**src/rtl/sample_pkg.sv**
```systemverilog
// Shared sizing and state encoding for the sonar sample sequencer.
package sample_pkg;

    localparam int N_FEAT = 60;
    localparam int W      = 16;
    localparam int UZ_W   = N_FEAT * W;
    localparam int IDX_W  = $clog2(N_FEAT);
    // Wide enough for the legal settle range 1..15.
    localparam int CNT_W  = 4;

    typedef enum logic [1:0] {
        LOAD   = 2'd0,
        SETTLE = 2'd1,
        DONE   = 2'd2
    } state_t;

endpackage

```
**src/rtl/sample_sekvencer.sv**
```systemverilog
// Streams 60 features into the classifier input vector, waits for the net to settle,
// then hands the captured outputs and class decision downstream one sample at a time.
module sample_sekvencer
    import sample_pkg::*;
#(
    parameter int SETTLE_CYC = 2
) (
    input  logic            clk,
    input  logic            rst_n,
    input  logic            s_valid,
    output logic            s_ready,
    input  logic [W-1:0]    s_data,
    input  logic            s_last,
    output logic [UZ_W-1:0] uzorak,
    input  logic [W-1:0]    izlaz_1,
    input  logic [W-1:0]    izlaz_2,
    output logic            m_valid,
    input  logic            m_ready,
    output logic [W-1:0]    m_izlaz_1,
    output logic [W-1:0]    m_izlaz_2,
    output logic            m_razred,
    output logic            okvir_err
);

    localparam logic [IDX_W-1:0] LAST_IDX = IDX_W'(N_FEAT - 1);
    localparam logic [CNT_W-1:0] CNT_END  = CNT_W'(SETTLE_CYC - 1);

    state_t           state;
    logic [IDX_W-1:0] idx;
    logic [CNT_W-1:0] cnt;
    logic             beat;

    assign beat = s_valid && s_ready;

    always_ff @(posedge clk) begin
        if (!rst_n) begin
            state     <= LOAD;
            idx       <= '0;
            cnt       <= '0;
            // NOTE: the sample vector is cleared on reset so an aborted load leaves no residue.
            uzorak    <= '0;
            s_ready   <= 1'b1;
            m_valid   <= 1'b0;
            m_izlaz_1 <= '0;
            m_izlaz_2 <= '0;
            m_razred  <= 1'b0;
            okvir_err <= 1'b0;
        end else begin
            okvir_err <= 1'b0;
            case (state)
                LOAD: begin
                    if (beat) begin
                        uzorak[idx*W +: W] <= s_data;
                        if (s_last && idx == LAST_IDX) begin
                            state   <= SETTLE;
                            s_ready <= 1'b0;
                            cnt     <= '0;
                            idx     <= '0;
                        end else if (s_last || idx == LAST_IDX) begin
                            // Early or missing last: drop the sample and resync on slot 0.
                            okvir_err <= 1'b1;
                            idx       <= '0;
                        end else begin
                            idx <= idx + 1'b1;
                        end
                    end
                end
                SETTLE: begin
                    if (cnt == CNT_END) begin
                        m_izlaz_1 <= izlaz_1;
                        m_izlaz_2 <= izlaz_2;
                        m_razred  <= (izlaz_1 > izlaz_2);
                        m_valid   <= 1'b1;
                        state     <= DONE;
                    end else begin
                        cnt <= cnt + 1'b1;
                    end
                end
                DONE: begin
                    if (m_ready) begin
                        m_valid <= 1'b0;
                        s_ready <= 1'b1;
                        state   <= LOAD;
                    end
                end
                default: begin
                    state   <= LOAD;
                    s_ready <= 1'b1;
                    m_valid <= 1'b0;
                end
            endcase
        end
    end

endmodule

```
**config.mk**
```make
export PLATFORM = sky130hd
export DESIGN_NAME = sample_sekvencer
export DESIGN_NICKNAME = d
export VERILOG_FILES = /design/src/rtl/sample_pkg.sv /design/src/rtl/sample_sekvencer.sv
export SDC_FILE = /design/constraint.sdc
export NUM_CORES = 2
export LEC_CHECK = 0
export CAP_MARGIN = 20
export CORE_AREA = 2 2 413 415
export DETAILED_ROUTE_END_ITERATION = 10
export DIE_AREA = 0 0 415 417
export PLACE_DENSITY = 0.45
export SETUP_SLACK_MARGIN = 0.15
export SLEW_MARGIN = 10
export SYNTH_ARGS = -nofsm -noshare
export SYNTH_HDL_FRONTEND = slang
export SYNTH_SLANG_ARGS = --single-unit
export TNS_END_PERCENT = 10
```
**constraint.sdc**
```tcl
create_clock -name clk -period 3 [get_ports clk]
set_input_delay 0.75 -clock clk [delete_from_list [all_inputs] [get_ports clk]]
set_output_delay 0.75 -clock clk [all_outputs]
set_load 0.02 [all_outputs]
```
==> results_dict.tcl <==
set metrics [dict create \
    grt_pass1_vias 32821 \
    async_flop_share_pct 0 \
    ys_seq_elements 1008 \
    die_x_um 415 \
    routedWlPerCell_um 27.1 \
    numCtsBuffers 117 \
    pin_count 1049 \
    critPathMaxFanout 2 \
    seq_power_share_pct 44.2 \
    synth.net_count 4141 \
    crit_path_max_incr_delay_ns 0.88 \
    final_common_cell "clkdlybuf4s50_1" \
    swShare_pct 24.6 \
    drive_gt1_share_pct 10.5 \
    final_nets 5178 \
    crit_path_cell_trace "clkdlybuf4s50_1" \
    power.switching_mw 7.45 \
    avgViaCountPerCell 4.65 \
    drtIter0Drc 2084 \
    routed_wl_um 201000 \
    critPathSlowestCell "clkdlybuf4s50_1" \
    htree_levels 3 \
    yosysUniqueCellTypes 69 \
    final_area_um2 56500 \
    cts_hold_buf 0 \
    die_h_um 417 \
    drc 0 \
    grt_setup_unrepaired "true" \
    drt-pass1-iter-count 5 \
    crit_buf_inv 1 \
    critPathKind "reg2out" \
    ys_dominant_reg_cell "dfxtp_1" \
    setup_viol 0 \
    cts_tree "built" \
    gp_congestion 0.818 \
    clk_pin_slew_ns 0.06 \
    p_int_mw 22.9 \
    slew_viol_final 0 \
    dp_hpwl_um 150000 \
    syn_area_per_cell_um2 9.23 \
    hold_viol_final 0 \
    hold_slack_ns 0.368 \
    clockPowerShare_pct 50.4 \
    start_kind "flip-flop" \
    dpl-instance-area_um2 52100 \
    die_area_um2 173000 \
    peakVddDrop_v 0.000521 \
    min_period_ns 2.76 \
    syn_inst 4067 \
    syn_to_final_growth_pct 50.4 \
    timing.slew.headroom_pct 24.5 \
    p_comb_share_pct 5.4 \
    outcome "complete, no violations" \
    final_util_pct 33.5 \
    clock_latency_ns 0.80 \
    port_buffers 1048 \
    postRouteAntennaNets 0 \
    grt_antenna_before_repair 10 \
    track_usage_pct 22.2 \
    cts_num_sinks 1008 \
    grt_start_max_net_pins 194 \
    cap_violations 0 \
    fin_skew_ns 0.0546 \
    synthesis.area_um2 37500 \
    power_density_nw_per_um2 537 \
    cts_buffer_depth 3 \
    synth_edf_count 0 \
    yosys_warnings 0 \
    end_kind "output pin" \
    max_freq_mhz 362 \
    core_um2 169000 \
    initial_core_util_pct 22.3 \
    p_leak_nw 18.7 \
    fin_crit_sh_pct 92.2 \
    cp.required_ns 2.25 \
    rows 151 \
    grt_pass1_wl_um 272000 \
    vias 34512 \
    crit_family "buffers and inverters" \
    crit_arrival_ns 2.01 \
    hold_class "in2reg" \
    tightest_slew_ns 1.13 \
    root_buffer "clkbuf_16" \
    grt_overflow_total 0 \
    yosysSeqAreaShare_pct 53.7 \
    layout_common_cells "clkdlybuf4s50_1 (1,031), dfxtp_1 (1,007), nand2_1 (727)" \
]
[state kept, by name (all words and copies together), names as in the netlist]
name and cells:
uzorak 960, m_izlaz_1 16, m_izlaz_2 16, idx 6, cnt 4, state 2, m_razred 1, m_valid 1
okvir_err 1, s_ready 1
[logic make-up after synthesis]
family,count (synthesis),synth area share (%)
AOI/OAI and AO/OA,623,9.53
DFF,1008,53.7
buffers and inverters,405,4.65
and+or+nand+nor,1554,19.2
muxes,447,11.9
xor gates and xnor gates,9,0.230
adders and majority gates,21,0.700
[final cells by class]
class,count,area [µm²]
sequential,1008,20200
multi-input combinational,2654,15900
inverter,26,97.6
timing repair buffer,1297,13300
clock buffer,170,3470
antenna,4,10.0
clock inverter,43,657
tap,2218,2780
fill,17328,112000
[metal layers]
| layer | GRT usage [%] | wire length [µm] | vias to the layer above |
|---|---|---|---|
| met5 | 0 | 0 | - |
| met4 | 7.61 | 7250 | 0 |
| met3 | 4.74 | 10300 | 266 |
| met2 | 39.6 | 102000 | 1090 |
| met1 | 26.1 | 82000 | 16884 |
| li1 | - | - | 16272 |
[power groups by stage]
stage                     Sequential [mW]  Clock [mW]  Combinational, mW
after global routing                 13.4        16.1               1.71
after floorplan                      13.7           0              0.660
after detailed placement             13.7           0               1.61
final                                13.4        15.3               1.63
after global placement               13.7           0               1.61
after CTS                            13.4        15.7               1.63
[stage by stage]
step	power (mW)	instances	TNS, ns	setup WS [ns]
final	30.3	7420	0	0.235
after global routing	31.3	7417	0	0.129
after CTS	30.7	7407	0	0.0628
after floorplan	14.4	4067	0	0.102
after global placement	15.3	7192	-8.42	-0.112
after detailed placement	15.3	7192	-11.37	-0.135
[timing repair]
| item | in CTS | in global routing |
|---|---|---|
| setup endpoints to repair | 423 | 885 |
| gates cloned | 0 | 1 |
| setup buffers | 2 | 8 |
| pin swaps | 1 | 3 |
| gates resized for setup | 10 | 12 |
| endpoints found under the hold margin | 0 | 0 |
[path summary, 6_finish.rpt]
| kind | startpoint | to | slack [ns] | cells after the start |
|---|---|---|---|---|
| min reg2reg | m_izlaz_2[6] | m_izlaz_2[6] | 0.45 | 2 |
| max | uzorak[51] | uzorak[51] | 0.24 | 1 |
| min | rst_n | uzorak[546] | 0.37 | 3 |
| max reg2reg | idx[0] | uzorak[597] | 0.26 | 10 |
[cells in the mapped netlist, types with 4 or more instances]
cell	n	share of area, %
dfxtp_1	1008	54
nand2_1	731	7.3
nand3_1	577	7.7
mux2i_1	446	12
o21ai_0	417	5.6
clkbuf_1	283	2.8
nand4_1	106	1.8
o31ai_1	87	1.7
a21oi_1	62	0.83
buf_1	32	0.32
inv_1	26	0.26
buf_2	25	0.33
nor2_1	25	0.25
nor2_2	22	0.37
buf_4	21	0.42
ha_1	21	0.70
o211ai_1	20	0.40
buf_6	15	0.45
and2_1	14	0.23
or3_1	14	0.23
nand2b_1	10	0.17
nor3_1	10	0.13
and3_1	5	0.083
xnor2_1	5	0.12
a211oi_1	4	0.080
nor2_4	4	0.12
nor2b_1	4	0.067
nor4_1	4	0.067
o41ai_1	4	0.093
or4_1	4	0.080
Power figures use the tool's default switching activity.
